### config.mk
export PLATFORM = sky130hd
export DESIGN_NAME = ads_spi_sequencer_flat
export DESIGN_NICKNAME = d
export VERILOG_FILES = /design/src/rtl/ads_spi_sequencer_if.sv /design/src/rtl/ads_spi_sequencer.sv /design/src/flat_wrapper.sv
export SDC_FILE = /design/constraint.sdc
export NUM_CORES = 1
export LEC_CHECK = 0
export CORE_MARGIN = 3
export CORE_UTILIZATION = 45
export DETAILED_ROUTE_END_ITERATION = 8
export GPL_TIMING_DRIVEN = 0
export PLACE_DENSITY_LB_ADDON = 0.25
export SKIP_CTS_REPAIR_TIMING = 1
export SLEW_MARGIN = 20
export SYNTH_ARGS = -nofsm -noshare
export SYNTH_HDL_FRONTEND = slang
export SYNTH_SLANG_ARGS = --single-unit
export TNS_END_PERCENT = 1
### constraint.sdc
create_clock -name clock_i -period 7.37 [get_ports clock_i]
set_input_delay 0.737 -clock clock_i [delete_from_list [all_inputs] [get_ports clock_i]]
set_output_delay 0.737 -clock clock_i [all_outputs]
set_load 0.02 [all_outputs]
### src/rtl/ads_spi_sequencer_if.sv
// Host-side bus of the ADS1256 SPI sequencer: transaction handshake plus the serial pins.
// The sequencer uses the slave modport; the environment (host logic / bench) uses master.
interface ads_spi_sequencer_if #(
  parameter int MAX_TX_BYTES = 3,
  parameter int MAX_RX_BYTES = 3
);
  logic                                  start_i;
  logic [$clog2(MAX_TX_BYTES+1)-1:0]     tx_count_i;
  logic [$clog2(MAX_RX_BYTES+1)-1:0]     rx_count_i;
  logic                                  wait_drdy_i;
  logic [8*MAX_TX_BYTES-1:0]             tx_data_i;
  logic                                  busy_o;
  logic                                  done_o;
  logic                                  timeout_o;
  logic [8*MAX_RX_BYTES-1:0]             rx_data_o;
  logic                                  DRDY_L_i;
  logic                                  MISO_i;
  logic                                  MOSI_o;
  logic                                  SCLK_o;
  logic                                  CS_L_o;

  modport slave (
    input  start_i, tx_count_i, rx_count_i, wait_drdy_i, tx_data_i, DRDY_L_i, MISO_i,
    output busy_o, done_o, timeout_o, rx_data_o, MOSI_o, SCLK_o, CS_L_o
  );

  modport master (
    output start_i, tx_count_i, rx_count_i, wait_drdy_i, tx_data_i, DRDY_L_i, MISO_i,
    input  busy_o, done_o, timeout_o, rx_data_o, MOSI_o, SCLK_o, CS_L_o
  );
endinterface

### src/rtl/ads_spi_sequencer.sv
// SPI mode-1 master and single-frame transaction sequencer for the ADS1256:
// optional DRDY wait, N command bytes, optional t6 gap, M read bytes under one CS_L.
module ads_spi_sequencer #(
  parameter int MAX_TX_BYTES = 3,
  parameter int MAX_RX_BYTES = 3,
  parameter int CLK_DIV      = 4,
  parameter int T6_CYCLES    = 50,
  parameter int DRDY_TIMEOUT = 100000
) (
  input logic              clock_i,
  input logic              reset_L_i,
  ads_spi_sequencer_if.slave bus
);
  localparam int TXW       = $clog2(MAX_TX_BYTES + 1);
  localparam int RXW       = $clog2(MAX_RX_BYTES + 1);
  localparam int BITW      = ((TXW > RXW) ? TXW : RXW) + 3;
  localparam int TXB       = 8 * MAX_TX_BYTES;
  localparam int RXB       = 8 * MAX_RX_BYTES;
  localparam int CNT_MAX_A = (DRDY_TIMEOUT > T6_CYCLES) ? DRDY_TIMEOUT : T6_CYCLES;
  localparam int CNT_MAX   = (CNT_MAX_A > 2 * CLK_DIV) ? CNT_MAX_A : 2 * CLK_DIV;
  localparam int CW        = $clog2(CNT_MAX + 1);

  localparam logic [CW-1:0]  CD_CNT   = CW'(CLK_DIV);
  localparam logic [CW-1:0]  CD_LAST  = CW'(CLK_DIV - 1);
  localparam logic [CW-1:0]  CD2_LAST = CW'(2 * CLK_DIV - 1);
  localparam logic [CW-1:0]  T6_LAST  = CW'(T6_CYCLES - 1);
  localparam logic [CW-1:0]  TO_LAST  = CW'(DRDY_TIMEOUT - 1);
  localparam logic [TXW-1:0] TX_MAX   = TXW'(MAX_TX_BYTES);
  localparam logic [RXW-1:0] RX_MAX   = RXW'(MAX_RX_BYTES);

  localparam logic [2:0] S_IDLE  = 3'd0;
  localparam logic [2:0] S_WAIT  = 3'd1;
  localparam logic [2:0] S_SETUP = 3'd2;
  localparam logic [2:0] S_TX    = 3'd3;
  localparam logic [2:0] S_GAP   = 3'd4;
  localparam logic [2:0] S_RX    = 3'd5;
  localparam logic [2:0] S_HOLD  = 3'd6;
  localparam logic [2:0] S_DONE  = 3'd7;

  logic [2:0]      state_q, state_d;
  logic [CW-1:0]   cnt_q, cnt_d;
  logic [BITW-1:0] bits_q, bits_d;
  logic [TXW-1:0]  tx_n_q, tx_n_d;
  logic [RXW-1:0]  rx_n_q, rx_n_d;
  logic [TXB-1:0]  tx_sh_q, tx_sh_d;
  logic [RXB-1:0]  rx_sh_q, rx_sh_d;
  logic [RXB-1:0]  rx_data_q, rx_data_d;
  logic [1:0]      drdy_sync_q, drdy_sync_d;
  logic            timeout_q, timeout_d;
  logic            cs_l_q, cs_l_d;
  logic            sclk_q, sclk_d;
  logic            mosi_q, mosi_d;
  logic            busy_q, busy_d;
  logic            done_q, done_d;

  logic [TXB-1:0]  tx_swapped;
  logic [TXW-1:0]  tx_clamped;
  logic [RXW-1:0]  rx_clamped;
  logic [BITW-1:0] rx_bits;

  // Byte 0 is placed at the top so TX simply shifts the whole buffer left, MSB first.
  for (genvar gi = 0; gi < MAX_TX_BYTES; gi++) begin : g_swap
    assign tx_swapped[8*(MAX_TX_BYTES-1-gi) +: 8] = bus.tx_data_i[8*gi +: 8];
  end

  assign tx_clamped = (bus.tx_count_i > TX_MAX) ? TX_MAX : bus.tx_count_i;
  assign rx_clamped = (bus.rx_count_i > RX_MAX) ? RX_MAX : bus.rx_count_i;
  assign rx_bits    = BITW'({rx_n_q, 3'b000});

  always_comb begin
    state_d     = state_q;
    cnt_d       = cnt_q + CW'(1);
    bits_d      = bits_q;
    tx_n_d      = tx_n_q;
    rx_n_d      = rx_n_q;
    tx_sh_d     = tx_sh_q;
    rx_sh_d     = rx_sh_q;
    rx_data_d   = rx_data_q;
    timeout_d   = timeout_q;
    drdy_sync_d = {drdy_sync_q[0], bus.DRDY_L_i};

    case (state_q)
      S_IDLE: begin
        cnt_d = '0;
        if (bus.start_i) begin
          tx_n_d    = tx_clamped;
          rx_n_d    = rx_clamped;
          tx_sh_d   = tx_swapped;
          rx_sh_d   = '0;
          timeout_d = 1'b0;
          if (tx_clamped == '0 && rx_clamped == '0) begin
            state_d = S_DONE;
          end else if (bus.wait_drdy_i) begin
            state_d = S_WAIT;
          end else begin
            state_d = S_SETUP;
          end
        end
      end
      S_WAIT: begin
        if (!drdy_sync_q[1]) begin
          state_d = S_SETUP;
          cnt_d   = '0;
        end else if (cnt_q == TO_LAST) begin
          state_d   = S_DONE;
          timeout_d = 1'b1;
        end
      end
      S_SETUP: begin
        if (cnt_q == CD_LAST) begin
          cnt_d = '0;
          if (tx_n_q != '0) begin
            state_d = S_TX;
            bits_d  = BITW'({tx_n_q, 3'b000});
          end else begin
            state_d = S_RX;
            bits_d  = rx_bits;
          end
        end
      end
      S_TX: begin
        if (cnt_q == CD2_LAST) begin
          cnt_d   = '0;
          tx_sh_d = tx_sh_q << 1;
          if (bits_q == BITW'(1)) begin
            if (rx_n_q == '0) begin
              state_d = S_HOLD;
            end else if (T6_CYCLES > 0) begin
              state_d = S_GAP;
            end else begin
              state_d = S_RX;
              bits_d  = rx_bits;
            end
          end else begin
            bits_d = bits_q - BITW'(1);
          end
        end
      end
      S_GAP: begin
        if (cnt_q == T6_LAST) begin
          cnt_d   = '0;
          state_d = S_RX;
          bits_d  = rx_bits;
        end
      end
      S_RX: begin
        // Sample in the last high-phase cycle so the capture lands on the SCLK falling edge.
        if (cnt_q == CD_LAST) begin
          rx_sh_d = {rx_sh_q[RXB-2:0], bus.MISO_i};
        end
        if (cnt_q == CD2_LAST) begin
          cnt_d = '0;
          if (bits_q == BITW'(1)) begin
            state_d = S_HOLD;
          end else begin
            bits_d = bits_q - BITW'(1);
          end
        end
      end
      S_HOLD: begin
        if (cnt_q == CD_LAST) begin
          state_d   = S_DONE;
          rx_data_d = rx_sh_q;
        end
      end
      S_DONE:  state_d = S_IDLE;
      default: state_d = S_IDLE;
    endcase

    // Pin values are derived from the next state so every output leaves a flop, glitch-free.
    cs_l_d = !(state_d inside {S_SETUP, S_TX, S_GAP, S_RX, S_HOLD});
    sclk_d = (state_d == S_TX || state_d == S_RX) && (cnt_d < CD_CNT);
    mosi_d = (state_d == S_TX) && tx_sh_d[TXB-1];
    busy_d = (state_d != S_IDLE);
    done_d = (state_d == S_DONE);
  end

  always_ff @(posedge clock_i) begin
    if (!reset_L_i) begin
      state_q     <= S_IDLE;
      cnt_q       <= '0;
      bits_q      <= '0;
      tx_n_q      <= '0;
      rx_n_q      <= '0;
      tx_sh_q     <= '0;
      rx_sh_q     <= '0;
      rx_data_q   <= '0;
      drdy_sync_q <= 2'b11;
      timeout_q   <= 1'b0;
      cs_l_q      <= 1'b1;
      sclk_q      <= 1'b0;
      mosi_q      <= 1'b0;
      busy_q      <= 1'b0;
      done_q      <= 1'b0;
    end else begin
      state_q     <= state_d;
      cnt_q       <= cnt_d;
      bits_q      <= bits_d;
      tx_n_q      <= tx_n_d;
      rx_n_q      <= rx_n_d;
      tx_sh_q     <= tx_sh_d;
      rx_sh_q     <= rx_sh_d;
      rx_data_q   <= rx_data_d;
      drdy_sync_q <= drdy_sync_d;
      timeout_q   <= timeout_d;
      cs_l_q      <= cs_l_d;
      sclk_q      <= sclk_d;
      mosi_q      <= mosi_d;
      busy_q      <= busy_d;
      done_q      <= done_d;
    end
  end

  assign bus.busy_o    = busy_q;
  assign bus.done_o    = done_q;
  assign bus.timeout_o = timeout_q;
  assign bus.rx_data_o = rx_data_q;
  assign bus.MOSI_o    = mosi_q;
  assign bus.SCLK_o    = sclk_q;
  assign bus.CS_L_o    = cs_l_q;
endmodule

### src/flat_wrapper.sv
// flat-port wrapper written by rule: the top's interface ports become plain ports
module ads_spi_sequencer_flat 
#(
  parameter int MAX_TX_BYTES = 3,
  parameter int MAX_RX_BYTES = 3,
  parameter int CLK_DIV      = 4,
  parameter int T6_CYCLES    = 50,
  parameter int DRDY_TIMEOUT = 100000
)
  (clock_i, reset_L_i, bus_start_i, bus_tx_count_i, bus_rx_count_i, bus_wait_drdy_i, bus_tx_data_i, bus_DRDY_L_i, bus_MISO_i, bus_busy_o, bus_done_o, bus_timeout_o, bus_rx_data_o, bus_MOSI_o, bus_SCLK_o, bus_CS_L_o);
  ads_spi_sequencer_if #(.MAX_TX_BYTES(MAX_TX_BYTES), .MAX_RX_BYTES(MAX_RX_BYTES)) bus_i ();
  input logic clock_i;
  input logic reset_L_i;
  input wire logic [$bits(bus_i.start_i)-1:0] bus_start_i;
  input wire logic [$bits(bus_i.tx_count_i)-1:0] bus_tx_count_i;
  input wire logic [$bits(bus_i.rx_count_i)-1:0] bus_rx_count_i;
  input wire logic [$bits(bus_i.wait_drdy_i)-1:0] bus_wait_drdy_i;
  input wire logic [$bits(bus_i.tx_data_i)-1:0] bus_tx_data_i;
  input wire logic [$bits(bus_i.DRDY_L_i)-1:0] bus_DRDY_L_i;
  input wire logic [$bits(bus_i.MISO_i)-1:0] bus_MISO_i;
  output wire logic [$bits(bus_i.busy_o)-1:0] bus_busy_o;
  output wire logic [$bits(bus_i.done_o)-1:0] bus_done_o;
  output wire logic [$bits(bus_i.timeout_o)-1:0] bus_timeout_o;
  output wire logic [$bits(bus_i.rx_data_o)-1:0] bus_rx_data_o;
  output wire logic [$bits(bus_i.MOSI_o)-1:0] bus_MOSI_o;
  output wire logic [$bits(bus_i.SCLK_o)-1:0] bus_SCLK_o;
  output wire logic [$bits(bus_i.CS_L_o)-1:0] bus_CS_L_o;
  assign bus_i.start_i = bus_start_i;
  assign bus_i.tx_count_i = bus_tx_count_i;
  assign bus_i.rx_count_i = bus_rx_count_i;
  assign bus_i.wait_drdy_i = bus_wait_drdy_i;
  assign bus_i.tx_data_i = bus_tx_data_i;
  assign bus_i.DRDY_L_i = bus_DRDY_L_i;
  assign bus_i.MISO_i = bus_MISO_i;
  assign bus_busy_o = bus_i.busy_o;
  assign bus_done_o = bus_i.done_o;
  assign bus_timeout_o = bus_i.timeout_o;
  assign bus_rx_data_o = bus_i.rx_data_o;
  assign bus_MOSI_o = bus_i.MOSI_o;
  assign bus_SCLK_o = bus_i.SCLK_o;
  assign bus_CS_L_o = bus_i.CS_L_o;
  ads_spi_sequencer #(.MAX_TX_BYTES(MAX_TX_BYTES), .MAX_RX_BYTES(MAX_RX_BYTES), .CLK_DIV(CLK_DIV), .T6_CYCLES(T6_CYCLES), .DRDY_TIMEOUT(DRDY_TIMEOUT)) u_core (.clock_i(clock_i), .reset_L_i(reset_L_i), .bus(bus_i));
endmodule
After elaboration in Yosys (flattened, before gate mapping). Cells that the tools add are included.

Reductions and logical operators: 23. Equality and inequality tests: 27. $lt $le $gt $ge: 3. Add/sub/neg operators: 2. Muxes and demuxes: 38.

Operators with widths (number): $mux 24 (4); $pmux 24 s2 (2); $pmux 17 s5 (1); $mux 17 (4); $mux 3 (12); $mux 5 (5); $eq 3x3->1 const B (8); $pmux 3 s8 (1); $add 17x1->17 const B (1); $eq 17x17->1 const B (1); $eq 17x2->1 const B (1); $eq 17x3->1 const B (1); $eq 17x6->1 const B (1); $lt 17x3->1 const B (1); $pmux 5 s3 (1); $ne 2x1->1 const B (7); $eq 3x2->1 const B (4); $mux 2 (4); $reduce_bool 2->1 (4); $logic_not 2->1 (3); $reduce_and 3->1 (2); $reduce_bool 3->1 (2); $eq 5x1->1 const B (1); $reduce_and 5->1 (1); other kinds (14) (21).

Output and inout bits: 30. Input port bits: 34. Flip-flop bits (word level): 109. Logic and storage cells: 109.

Longest topological paths before layout. Gate-level depths: netlist of run 1.

Depth after elaboration: 10. Mapped depth: 11. Mapped depth without buffers: 9.

Worst setup path before layout of run 1. Ideal clock, no wire load.

Kind: flip-flop to flip-flop. Start: reg u_core.cnt_q[12]. End: reg u_core.mosi_q (netlist: u_core.bus.MOSI_o). Library setup time: 0.117 ns. Path slack: 4.925 ns. Path buffers: 1. Arrival: 2.328 ns. Clock period less this slack: 2.445 ns. Stages on the path, launching flop included: 8. Required time: 7.253 ns. Path through: dfxtp_1 buf_6 or4_4 or4_4 nor3b_4 o41ai_2 o31ai_1 and4b_1.

Word-level cells in the longest chain between the ends: 6. Elaborated cells on any way between the ends: 16. Those cells by class: eq/ne (5); mux (10); reduce/logical (1).

RTL lines: start: declaration (line ads_spi_sequencer.sv:41) `logic [CW-1:0] cnt_q, cnt_d;`; start signal: assignment (line ads_spi_sequencer.sv:197) `cnt_q <= cnt_d;`; $eq 17x17->1 (line ads_spi_sequencer.sv:104) `end else if (cnt_q == TO_LAST) begin`; $mux 3 (line ads_spi_sequencer.sv:104); $mux 3 (line ads_spi_sequencer.sv:101) `if (!drdy_sync_q[1]) begin`; $pmux 3 s8 (line ads_spi_sequencer.sv:82) `case (state_q)`; $eq 3x2->1 (line ads_spi_sequencer.sv:173) `mosi_d = (state_d == S_TX) && tx_sh_d[TXB-1];`; $logic_and 1x1->1 * (line ads_spi_sequencer.sv:173); end signal: assignment (line ads_spi_sequencer.sv:208) `mosi_q <= mosi_d;`; end: declaration (line ads_spi_sequencer.sv:52) `logic mosi_q, mosi_d;`.

Mark *: on every way between the ends. The rest lies on a longest branch, timed or not. The select of a mux whose other input is x is not followed. A chain may end at the register's enable or synchronous reset.

Final worst setup path of run 1. Ends and elaborated chain as after synthesis.

==> flow_metrics.tcl, run 1 <==
set metrics [dict create \
    min_period_over_period_pct 36.66 \
    die_w_um 112.4 \
    cts_max_level 3 \
    rsz0062_at_grt "false" \
    worstMarginPinSlew_ns 0.8672 \
    initial_utilization_pct 46.59 \
    power_switching_mw 0.3568 \
    p_clk_share_pct 36.1 \
    total_power_mw 1.291 \
    synth_warnings 0 \
    cp_top_family "simple AND/OR/NAND/NOR gates" \
    diodes 0 \
    worst_setup_path_end_kind "register" \
    slew_viol_final 0 \
    maxSlewHeadroom_pct 41.37 \
    seqPwrFrac_pct 48.7 \
    placed_cells 795 \
    synth_area_per_cell_sq_um 8.592 \
    setup_viol 0 \
    crit_buf_inv 1 \
    areaGrowthSynthToFinish_pct 21.17 \
    synth_seq_cells 109 \
    synth_edf_count 0 \
    grt_pass1_vias 4348 \
    layout-drive-gt1-share_pct 7.601 \
    cts_num_sinks 109 \
    synth_flop_cell "dfxtp_1" \
    grt_pass1_wl_mm 20.04 \
    die_h_um 112.4 \
    seq_area_frac_synth_pct 42.83 \
    critPathMostFrequentCell "or4_4" \
    cap_violations 0 \
    hold_class "register to register" \
    groute.usage.overall_pct 19.08 \
    worstPathCellList "buf_6 > or4_4 > or4_4 > nor3b_4 > o41ai_2 > o31ai_1 > and4b_1" \
    cts_tree "built" \
    grt_remaining_overflow 0 \
    synth_cell_types 69 \
    start_kind "register" \
    status "completed" \
    async_flop_share_pct 0 \
    clk_pin_slew_ns 0.08 \
    setup.worst_path.class "register to register" \
    root_buffer "clkbuf_16" \
    worst_path_largest_cell_delay_ns 0.55 \
    syn-cell-area_sq_um 5095 \
    final_cells 811 \
    drc 0 \
    p_leak_nw 2.108 \
    clock_skew_ns 0.009617 \
    p_sw_share_pct 27.63 \
    power.density_nw_per_um2 209.1 \
    vias 4353 \
    setup_tns_ns 0 \
    postRouteAntennaNets 0 \
    cts_buffer_depth 2 \
    final_nets 704 \
    internal_power_mw 0.9343 \
    avgRoutedWirePerCell_um 14.47 \
    io_buffers 62 \
    comb_power_share_pct 15.3 \
    hold_ws_ns 0.4284 \
    layout_common_cells "nand2_1 (123), dfxtp_1 (109), a21boi_0 (77)" \
    first_pass_iters 5 \
    fin_crit_ns 2.702 \
    synth_cells 593 \
    worst-path-max-fanout 7 \
    synth_nets 631 \
    irDropWorstVdd_mv 0.1584 \
    clk-insertion-delay-late_ns 0.36 \
    wirelength_mm 11.74 \
    grt_max_degree 20 \
    drt-initial-drc-count 304 \
    crit_required_ns 7.62 \
    pin_count 64 \
    timing.final.ws_setup_ns 4.668 \
    layout_commonest_cell "nand2_1" \
    fmax_mhz 370.1 \
    antenna_found_initial 0 \
    crit_arrival_ns 2.96 \
    coreArea_sq_um 10940 \
    row_count 38 \
    hold_viol_final 0 \
    hpwl_mm 8.422 \
    cts_buffers 9 \
    dp_slack_ns 4.501 \
    dieArea_sq_um 12630 \
    avgViaCountPerCell 5.367 \
    gp_congestion 0.8686 \
    crit_path_top_delay_cell "or4_4" \
]
## through the flow
step / instance area [sq um] / utilization [%]
after floorplan: 5095 / -
after global placement: 5891 / 53.87
after detailed placement: 5891 / 53.87
after CTS: 6173 / 56.45
after global routing: 6173 / 56.45
final: 6173 / 56.45
## logic make-up after synthesis
| group | after synthesis | share of synthesized area, % |
|---|---|---|
| AO/OA/AOI/OAI | 144 | 21.56 |
| XOR/XNOR | 24 | 4.126 |
| adder cells (fa/ha/maj) | 4 | 0.9824 |
| buffers and inverters | 52 | 5.795 |
| flip-flops | 109 | 42.83 |
| multiplexers | 3 | 0.5894 |
| AND/OR/NAND/NOR | 257 | 24.12 |
## worst reg2reg max path: stages, from the launching register on
cell	delay, ns
dfxtp_1	0.31
buf_6	0.13
or4_4	0.55
or4_4	0.55
nor3b_4	0.27
o41ai_2	0.11
o31ai_1	0.44
and4b_1	0.25
## cell type report
class                   instances  area [sq um]
fillers                       998          4762
clock buffers                  10         229.0
inverters                       6         22.52
multi-input cells             432          2618
plain buffers                  46         272.8
well taps                     140         175.2
flip-flops and latches        109          2182
clock inverters                 6         53.80
repair buffers                 62         620.6
## flip-flops by register name, summed over array words and instances (netlist names)
signal and count:
u_core.bus.done_o 1, u_core.bits_q 5, u_core.bus.MOSI_o 1, u_core.bus.CS_L_o 1, u_core.bus.rx_data_o 24, u_core.tx_n_q 2
u_core.state_q 3, u_core.bus.timeout_o 1, u_core.bus.busy_o 1, u_core.rx_sh_q 24, u_core.cnt_q 17, u_core.bus.SCLK_o 1
u_core.tx_sh_q 24, u_core.drdy_sync_q 2, u_core.rx_n_q 2
## worst paths after layout
path / from / to / slack (ns) / cells past startpoint
max: u_core.cnt_q[12] / u_core.bus.MOSI_o / 4.67 / 7
min: u_core.drdy_sync_q[0] / u_core.drdy_sync_q[1] / 0.43 / 1
max reg2reg: u_core.cnt_q[12] / u_core.bus.MOSI_o / 4.67 / 7
min reg2reg: u_core.drdy_sync_q[0] / u_core.drdy_sync_q[1] / 0.43 / 1
## power groups by stage
stage	logic, mW	registers, mW	clock network, mW
finish	0.197	0.628	0.466
global route	0.220	0.631	0.499
CTS	0.198	0.628	0.478
detailed placement	0.196	0.642	0
floorplan	0.130	0.644	0
global placement	0.193	0.641	0
## synth_stat cells, types with 4 or more instances
master,count,area (sq um)
a21boi_0,77,578.1
nand2_1,123,461.7
ha_1,4,50.05
nor2b_1,7,43.79
a22oi_1,24,180.2
nor2_1,37,138.9
clkbuf_1,28,105.1
and3_1,6,37.54
xor2_1,11,96.34
nand4_1,7,43.79
buf_6,4,45.04
inv_1,5,18.77
nor3_1,7,35.03
xnor2_1,13,113.9
clkbuf_8,5,68.82
buf_2,5,25.02
nand3_1,39,195.2
o21ai_0,4,20.02
a21oi_1,6,30.03
a31oi_1,4,25.02
dfxtp_1,109,2182
## per-layer routing
metal | wire (um) | track usage, % | up-vias
met4 | 159 | 6.490 | 0
met5 | 0 | 0 | -
met1 | 5344 | 23.74 | 2017
met2 | 5602 | 31.78 | 99
met3 | 630 | 5.499 | 16
li1 | - | - | 2221
Power figures use the tool's default switching activity.
==> run 2: changes to the inputs <==
==> constraint.sdc (replaced) <==
create_clock -name clock_i -period 2.4 [get_ports clock_i]
set_input_delay 0.24 -clock clock_i [delete_from_list [all_inputs] [get_ports clock_i]]
set_output_delay 0.24 -clock clock_i [all_outputs]
set_load 0.02 [all_outputs]
==> flow_metrics.tcl, run 2 (synthesis results as in run 1) <==
set metrics [dict create \
    grt_pass1_vias 4319 \
    timing.final.ws_setup_ns -0.2252 \
    grt_pass1_wl_mm 20.25 \
    final_cells 811 \
    first_pass_iters 5 \
    fmax_mhz 380.9 \
    setup_viol 39 \
    hold-path-endpoint "u_core.tx_sh_q[23]" \
    root_buffer "clkbuf_16" \
    hold_viol_final 0 \
    initial_utilization_pct 46.59 \
    vias 4403 \
    min_path_cells 2 \
    clock_skew_ns 0.01000 \
    layout_common_cells "nand2_1 (122), dfxtp_1 (108), clkdlybuf4s50_1 (62)" \
    r2r_slack_ns -0.23 \
    io_buffers 62 \
    power.density_nw_per_um2 641.0 \
    slew_viol_final 0 \
    grt_max_degree 19 \
    die_h_um 112.4 \
    hpwl_mm 8.638 \
    cts_max_level 3 \
    layout-drive-gt1-share_pct 11.77 \
    antenna_found_initial 0 \
    power_switching_mw 1.105 \
    start_kind "register" \
    worstMarginPinSlew_ns 0.7827 \
    fin_area_sq_um 6295 \
    avgViaCountPerCell 5.429 \
    rr_startpoint "u_core.cnt_q[12]" \
    wirelength_mm 11.97 \
    placed_cells 795 \
    die_w_um 112.4 \
    worst-path-max-fanout 7 \
    crit_required_ns 2.60 \
    p_sw_share_pct 27.38 \
    layout_commonest_cell "nand2_1" \
    drt-initial-drc-count 219 \
    dp_slack_ns -0.2706 \
    cap_violations 0 \
    postRouteAntennaNets 0 \
    irDropWorstVdd_mv 0.3726 \
    pin_count 64 \
    cts_tree "built" \
    p_leak_nw 2.174 \
    maxSlewHeadroom_pct 47.09 \
    dieArea_sq_um 12630 \
    avgRoutedWirePerCell_um 14.75 \
    gp_congestion 0.9134 \
    setup.worst_path.class "register to register" \
    r2r-end "u_core.bus.CS_L_o" \
    groute.usage.overall_pct 19.22 \
    hold_ws_ns 0.3726 \
    rsz0062_at_grt "true" \
    cts_buffer_depth 2 \
    violations "setup timing" \
    min_period_over_period_pct 109.4 \
    comb_power_share_pct 16.5 \
    areaGrowthSynthToFinish_pct 23.55 \
    r2r_cells 8 \
    row_count 38 \
    coreArea_sq_um 10940 \
    grt_remaining_overflow 0 \
    holdCritStartpoint "reset_L_i" \
    crit_arrival_ns 2.83 \
    hold_class "input pin to register" \
    status "complete, but fails checks" \
    cts_num_sinks 109 \
    cts_buffers 9 \
    seqPwrFrac_pct 47.9 \
    clk_pin_slew_ns 0.07 \
    fin_crit_ns 2.625 \
    clk-insertion-delay-late_ns 0.35 \
    final_nets 704 \
    internal_power_mw 2.930 \
    drc 0 \
    diodes 0 \
    worst_setup_path_end_kind "register" \
    placed_cell_area_sq_um 5891 \
    p_clk_share_pct 35.6 \
]
[run 2: routing by layer]
layer | up-vias | global-route usage, % | share of wire, %
met5 | - | 0 | 0
met4 | 0 | 4.728 | 1.2
met3 | 11 | 4.420 | 4.6
met2 | 100 | 31.70 | 48
met1 | 2080 | 25.65 | 46
li1 | 2212 | - | -
[run 2: power groups by stage]
stage / clock, mW / sequential (mW) / combinational, mW
after floorplan: 0 / 1.98 / 0.397
after global routing: 1.55 / 1.94 / 0.731
after global placement: 0 / 1.97 / 0.596
final: 1.44 / 1.93 / 0.666
after detailed placement: 0 / 1.97 / 0.609
after CTS: 1.47 / 1.93 / 0.611
[run 2: how the worst max path moves through the flow]
stage,from,to,cells after the start
after floorplan,u_core.cnt_q[12],u_core.bus.MOSI_o,7
after global placement,u_core.cnt_q[12],u_core.bus.MOSI_o,7
after detailed placement,u_core.cnt_q[12],u_core.bus.MOSI_o,7
after CTS,u_core.cnt_q[12],u_core.bus.MOSI_o,7
after global routing,u_core.cnt_q[12],u_core.bus.CS_L_o,8
final,u_core.cnt_q[12],u_core.bus.CS_L_o,8
[run 2: area by class of cell]
type | count | area [sq um]
fillers | 1009 | 4641
multi-input cells | 432 | 2685
flip-flops and latches | 109 | 2183
repair buffers | 64 | 635.6
plain buffers | 44 | 307.8
clock buffers | 11 | 242.7
well taps | 140 | 175.2
clock inverters | 5 | 42.54
inverters | 6 | 22.52
[run 2: per-stage QoR]
stage	util (%)	total power [mW]	setup TNS, ns
global route	57.56	4.225	-14.33
detailed placement	53.87	2.581	-15.05
floorplan	-	2.374	-0.0008178
CTS	56.48	4.007	-17.04
global placement	53.87	2.564	-13.31
finish	57.56	4.035	-3.361
[run 2: critical path, cell delays in order (launching register included)]
cell and delay (ns):
dfxtp_2 0.32, buf_6 0.12, or4_4 0.55, or4_4 0.55, nor3b_4 0.28, o41ai_2 0.13, o31ai_2 0.30, buf_4 0.16
o211ai_1 0.09
==> run 3: changes to the inputs <==
--- a/config.mk
+++ b/config.mk
@@ -11,7 +11,7 @@
 export GPL_TIMING_DRIVEN = 0
 export PLACE_DENSITY_LB_ADDON = 0.25
 export SKIP_CTS_REPAIR_TIMING = 1
-export SLEW_MARGIN = 20
+export SLEW_MARGIN = 10
 export SYNTH_ARGS = -nofsm -noshare
 export SYNTH_HDL_FRONTEND = slang
 export SYNTH_SLANG_ARGS = --single-unit
==> results of run 3 <==
Final layout, timing and power as in run 2 (identical DEF).
